**src/rtl/pipe_stall_ctrl_if.sv**
```systemverilog
// Control bundle between the stall/flush sequencer and the pipeline:
// hazard and memory-wait inputs, per-stage enables and debug counters.
interface pipe_stall_ctrl_if #(
    parameter int CNT_W = 16
);
    logic             Hazard;
    logic             BranchTaken;
    logic             ImemBusy;
    logic             DmemBusy;
    logic             PCWrite;
    logic             IF_IDWrite;
    logic             IF_IDFlush;
    logic             ID_EXFlush;
    logic             EX_MEMWrite;
    logic             MEM_WBWrite;
    logic [CNT_W-1:0] StallCnt;
    logic [CNT_W-1:0] FlushCnt;

    // The pipeline side raises events and consumes the stage controls
    modport master (
        output Hazard, BranchTaken, ImemBusy, DmemBusy,
        input  PCWrite, IF_IDWrite, IF_IDFlush, ID_EXFlush,
        input  EX_MEMWrite, MEM_WBWrite, StallCnt, FlushCnt
    );

    modport slave (
        input  Hazard, BranchTaken, ImemBusy, DmemBusy,
        output PCWrite, IF_IDWrite, IF_IDFlush, ID_EXFlush,
        output EX_MEMWrite, MEM_WBWrite, StallCnt, FlushCnt
    );
endinterface

```
**src/rtl/pipe_stall_ctrl.sv**
```systemverilog
// Stall/flush sequencer for the 5-stage pipeline: merges load-use, redirect
// and memory-wait events into per-stage controls, with saturating counters.
module pipe_stall_ctrl #(
    parameter int CNT_W = 16
) (
    input logic                 CLK,
    input logic                 RST_N,
    pipe_stall_ctrl_if.slave    bus
);
    typedef enum logic {
        RUN    = 1'b0,
        SQUASH = 1'b1
    } state_t;

    localparam logic [CNT_W-1:0] CNT_ONE = {{(CNT_W-1){1'b0}}, 1'b1};
    localparam logic [CNT_W-1:0] CNT_MAX = {CNT_W{1'b1}};

    state_t           state;
    state_t           state_next;
    logic             pc_write;
    logic             if_id_write;
    logic             if_id_flush;
    logic             id_ex_flush;
    logic             ex_mem_write;
    logic             mem_wb_write;
    logic [CNT_W-1:0] stall_cnt;
    logic [CNT_W-1:0] flush_cnt;

    // Priority decode: memory freeze, redirect, load-use bubble, fetch wait,
    // then the deferred discard of a fetch that was in flight at a redirect.
    always_comb begin
        pc_write     = 1'b1;
        if_id_write  = 1'b1;
        if_id_flush  = 1'b0;
        id_ex_flush  = 1'b0;
        ex_mem_write = 1'b1;
        mem_wb_write = 1'b1;
        state_next   = state;
        if (!RST_N) begin
            pc_write     = 1'b0;
            if_id_write  = 1'b0;
            if_id_flush  = 1'b1;
            id_ex_flush  = 1'b1;
            ex_mem_write = 1'b0;
            mem_wb_write = 1'b0;
            state_next   = RUN;
        end else if (bus.DmemBusy) begin
            pc_write     = 1'b0;
            if_id_write  = 1'b0;
            ex_mem_write = 1'b0;
            mem_wb_write = 1'b0;
        end else if (bus.BranchTaken) begin
            if_id_flush = 1'b1;
            id_ex_flush = 1'b1;
            state_next  = bus.ImemBusy ? SQUASH : RUN;
        end else if (bus.Hazard) begin
            pc_write    = 1'b0;
            if_id_write = 1'b0;
            id_ex_flush = 1'b1;
        end else if (bus.ImemBusy) begin
            pc_write    = 1'b0;
            if_id_flush = 1'b1;
        end else if (state == SQUASH) begin
            if_id_flush = 1'b1;
            state_next  = RUN;
        end
    end

    // Counters see the decoded controls of the same cycle and stop at all-ones
    always_ff @(posedge CLK) begin
        if (!RST_N) begin
            state     <= RUN;
            stall_cnt <= '0;
            flush_cnt <= '0;
        end else begin
            state <= state_next;
            if (!pc_write && stall_cnt != CNT_MAX) begin
                stall_cnt <= stall_cnt + CNT_ONE;
            end
            if ((if_id_flush || id_ex_flush) && flush_cnt != CNT_MAX) begin
                flush_cnt <= flush_cnt + CNT_ONE;
            end
        end
    end

    assign bus.PCWrite     = pc_write;
    assign bus.IF_IDWrite  = if_id_write;
    assign bus.IF_IDFlush  = if_id_flush;
    assign bus.ID_EXFlush  = id_ex_flush;
    assign bus.EX_MEMWrite = ex_mem_write;
    assign bus.MEM_WBWrite = mem_wb_write;
    assign bus.StallCnt    = stall_cnt;
    assign bus.FlushCnt    = flush_cnt;

    // A held IF/ID must not also be flushed, and the PC never runs ahead of IF/ID
    a_hold_no_flush: assert property (@(posedge CLK) disable iff (!RST_N)
        !if_id_write |-> !if_id_flush);
    a_pc_needs_ifid: assert property (@(posedge CLK) disable iff (!RST_N)
        pc_write |-> if_id_write);
endmodule

```
**src/flat_wrapper.sv**
```systemverilog
// flat-port wrapper written by rule: the top's interface ports become plain ports
module pipe_stall_ctrl_flat 
#(
    parameter int CNT_W = 16
)
  (CLK, RST_N, bus_Hazard, bus_BranchTaken, bus_ImemBusy, bus_DmemBusy, bus_PCWrite, bus_IF_IDWrite, bus_IF_IDFlush, bus_ID_EXFlush, bus_EX_MEMWrite, bus_MEM_WBWrite, bus_StallCnt, bus_FlushCnt);
  pipe_stall_ctrl_if #(.CNT_W(CNT_W)) bus_i ();
  input logic CLK;
  input logic RST_N;
  input wire logic [$bits(bus_i.Hazard)-1:0] bus_Hazard;
  input wire logic [$bits(bus_i.BranchTaken)-1:0] bus_BranchTaken;
  input wire logic [$bits(bus_i.ImemBusy)-1:0] bus_ImemBusy;
  input wire logic [$bits(bus_i.DmemBusy)-1:0] bus_DmemBusy;
  output wire logic [$bits(bus_i.PCWrite)-1:0] bus_PCWrite;
  output wire logic [$bits(bus_i.IF_IDWrite)-1:0] bus_IF_IDWrite;
  output wire logic [$bits(bus_i.IF_IDFlush)-1:0] bus_IF_IDFlush;
  output wire logic [$bits(bus_i.ID_EXFlush)-1:0] bus_ID_EXFlush;
  output wire logic [$bits(bus_i.EX_MEMWrite)-1:0] bus_EX_MEMWrite;
  output wire logic [$bits(bus_i.MEM_WBWrite)-1:0] bus_MEM_WBWrite;
  output wire logic [$bits(bus_i.StallCnt)-1:0] bus_StallCnt;
  output wire logic [$bits(bus_i.FlushCnt)-1:0] bus_FlushCnt;
  assign bus_i.Hazard = bus_Hazard;
  assign bus_i.BranchTaken = bus_BranchTaken;
  assign bus_i.ImemBusy = bus_ImemBusy;
  assign bus_i.DmemBusy = bus_DmemBusy;
  assign bus_PCWrite = bus_i.PCWrite;
  assign bus_IF_IDWrite = bus_i.IF_IDWrite;
  assign bus_IF_IDFlush = bus_i.IF_IDFlush;
  assign bus_ID_EXFlush = bus_i.ID_EXFlush;
  assign bus_EX_MEMWrite = bus_i.EX_MEMWrite;
  assign bus_MEM_WBWrite = bus_i.MEM_WBWrite;
  assign bus_StallCnt = bus_i.StallCnt;
  assign bus_FlushCnt = bus_i.FlushCnt;
  pipe_stall_ctrl #(.CNT_W(CNT_W)) u_core (.CLK(CLK), .RST_N(RST_N), .bus(bus_i));
endmodule
```
**config.mk**
```make
export PLATFORM = sky130hd
export DESIGN_NAME = pipe_stall_ctrl_flat
export DESIGN_NICKNAME = d
export VERILOG_FILES = /design/src/rtl/pipe_stall_ctrl_if.sv /design/src/rtl/pipe_stall_ctrl.sv /design/src/flat_wrapper.sv
export SDC_FILE = /design/constraint.sdc
export NUM_CORES = 1
export LEC_CHECK = 0
export ABC_AREA = 1
export CAP_MARGIN = 5
export CORE_ASPECT_RATIO = 1.25
export CORE_MARGIN = 5
export CORE_UTILIZATION = 45
export DETAILED_ROUTE_END_ITERATION = 8
export PLACE_DENSITY = 0.82
export SLEW_MARGIN = 20
export SYNTH_ARGS = -nofsm -noshare
export SYNTH_HDL_FRONTEND = slang
export SYNTH_SLANG_ARGS = --single-unit
```
**constraint.sdc**
```tcl
create_clock -name CLK -period 1.43 [get_ports CLK]
set_input_delay 0.286 -clock CLK [delete_from_list [all_inputs] [get_ports CLK]]
set_output_delay 0.286 -clock CLK [all_outputs]
set_load 0.005 [all_outputs]
```
==> metrics.txt <==
fin crit period=1.41 ns; HP Start=RST_N; # DRC=0; # fillers=323; Cell Pwr Density=576 nW/µm²; sequential fraction of the synthesis area=0.317; # rows=27; synthesized area per cell=6.37 µm²; Total Nets Final=449; CP arrival=1.62 ns; post-synthesis cell area=2080 µm²; metal2 WL=3.72 mm; hold crit path type=in -> reg; Cells after Synth=327; Final Cell Area=3440 µm²; Slew @ Worst Pin=0.279 ns; Vias/cell=5.28; Worst setup SP type=flop; CTS H-tree lvls=2; M1 WL=2.51 mm; largest net degree at the start of global routing=18; Skew-Pair Late Insertion Delay=0.29 ns; first-pass GRT wire length=10.5 mm; ranking of synthesized cells by area=dfxtp_1, nand2_1, nor2_1; placed cell count=466; drt wl/cell=13.9 µm; Die ar.=6100 µm²; routability cong.=0.815; Placed Instance Area=2880 µm²; period utilization=0.986; CTS tree=built; total track usage=0.213; num ports=44; Post-synth top flop=dfxtp_1; core area=4460 µm²; peak supply drop=0.625 mV; Final ANT Viol Nets=0; Clock Skew=0.00413 ns; Ant. Diodes=0; max cap viols=0; Yosys cell types=28; Synth Net Count=335; Max Fanout on Critical Path=5; R2R setup slack=0.02 ns; Fin. Hold Viols=0; area share of the largest cell type after synthesis=0.317; Reg2Reg Depth=9; hold path depth=4; destination of the worst hold path=u_core.bus.FlushCnt[11]; Die Height=86.1 µm; CTS Buf Count=5; clock root cell=clkbuf_8; crit end category=flop; leakage=1.72 nW; Seq cells post-synth=33; Reg clk slew, reported paths=0.07 ns; DR pass1 iterations=8; Fin Setup TNS=0 ns; number of synthesized flops with an enable pin=0; cts-stage hold buffer count=0; first-iteration detailed-routing DRC count=180; Reg-to-Reg End=u_core.bus.StallCnt[3]; Sink Count=33; Buffers on Ports=43; Post-Route WL=6.95 mm; vias in the first global route=2,483; worst-case clock buffer depth=2; final total power=1.98 mW; leading area contributor after synthesis=dfxtp_1; Initial Utilization=0.467; asr flop ratio synth=0; highest metal used=met4; max-slew violation count=0; fmax=709 MHz; post-DP HPWL=4.32 mm; multi-input combinational cell area=1440 µm²; Post-Layout Cell Count=500; relative slew slack=0.813; status=finished, final reports clean; share of cells above drive strength 1=0.394; Ys Warns=0; grt total ovfl=0; CP Class=reg -> reg; top-count cell post-synth=nand2_1; chip width=70.9 µm; WL met3=498 µm; initial antenna violation count=0; RR Startpoint=u_core.bus.StallCnt[0]; RSZ-0062 raised after global routing=yes; Req. time, crit path=1.64 ns; DR vias=2,639; Reg area=722 µm²; final setup fails=0; area delta synth->final=65.0%; Commonest cells post-synth=nand2_1, nor2_1, dfxtp_1
## how the worst max path moves through the flow
stage	from	endpoint	slack, ns
detailed placement	bus_BranchTaken	bus_IF_IDWrite	-0.51
finish	u_core.bus.StallCnt[0]	u_core.bus.StallCnt[3]	0.02
global route	u_core.bus.FlushCnt[6]	u_core.bus.FlushCnt[1]	-0.08
global placement	bus_BranchTaken	bus_IF_IDWrite	-0.54
CTS	u_core.bus.StallCnt[15]	bus_StallCnt[15]	0.004
floorplan	u_core.bus.StallCnt[0]	u_core.bus.StallCnt[11]	0.002
## worst max-delay path, stage by stage, from the launching register on
cell and delay, ns:
dfxtp_4 0.35, ha_4 0.16, nand3_2 0.07, inv_2 0.06, nand2_4 0.10, nor2_4 0.05, buf_6 0.13, nor2_8 0.14
nand2_1 0.10, a21oi_2 0.17
## metal layers
layer	global-route usage	up-vias
met1	0.219	1227
met2	0.409	120
li1	-	1262
met3	0.0492	30
met5	0	-
met4	0.0821	0
## placed cells by master (no fill, tap or decap), types with 6 or more instances in the layout
cell type / n
a21oi_1: 8
a21oi_2: 16
buf_4: 58
buf_6: 7
dfxtp_2: 22
dfxtp_4: 9
dlygate4sd2_1: 27
dlymetal6s2s_1: 10
inv_1: 26
inv_2: 6
nand2_1: 95
nand2_2: 9
nand2_4: 6
nand3_1: 23
nand4_1: 8
nor2_1: 42
nor2_2: 10
nor2_4: 9
## kinds of logic after synthesis
family / Yosys count / share of synthesized area
compound gates: 34 / 0.102
xor+xnor: 10 / 0.0420
fa+ha+maj: 2 / 0.0120
buf+inv: 41 / 0.0829
flops: 33 / 0.317
simple gates: 207 / 0.444
## where the power goes
part	internal, mW	switching (mW)	total [mW]
combinational	0.159	0.176	0.335
clock	0.346	0.350	0.696
sequential	0.928	0.0192	0.947
total	1.43	0.545	1.98
## cell type report
type | count | area share
flip-flops and latches | 33 | 0.210
inverters | 35 | 0.0400
clock buffers | 8 | 0.0233
multi-input cells | 256 | 0.418
repair buffers | 110 | 0.288
well taps | 58 | 0.0211
## repair_timing
| item | 4_1_cts | 5_1_grt |
|---|---|---|
| cloned | 3 | 1 |
| setup buffers | 13 | 10 |
| setup endpoints to repair | 68 | 38 |
| resized for setup | 88 | 60 |
| pin swaps | 6 | 25 |
## state kept, by name (all words and copies together) (netlist names)
signal / count
u_core.bus.FlushCnt: 16
u_core.state: 1
u_core.bus.StallCnt: 16
## through the flow
| stage | hold WS [ns] | utilization | setup WS, ns |
|---|---|---|---|
| 2_1_floorplan | 0.412 | - | 0.00203 |
| 3_3_place_gp | 0.452 | 0.647 | -0.537 |
| 3_5_place_dp | 0.466 | 0.647 | -0.514 |
| 4_1_cts | 0.395 | 0.708 | 0.00413 |
| 5_1_grt | 0.410 | 0.771 | -0.0779 |
| 6_report | 0.406 | 0.771 | 0.0194 |
No activity file was read; power rests on OpenSTA's default activity.
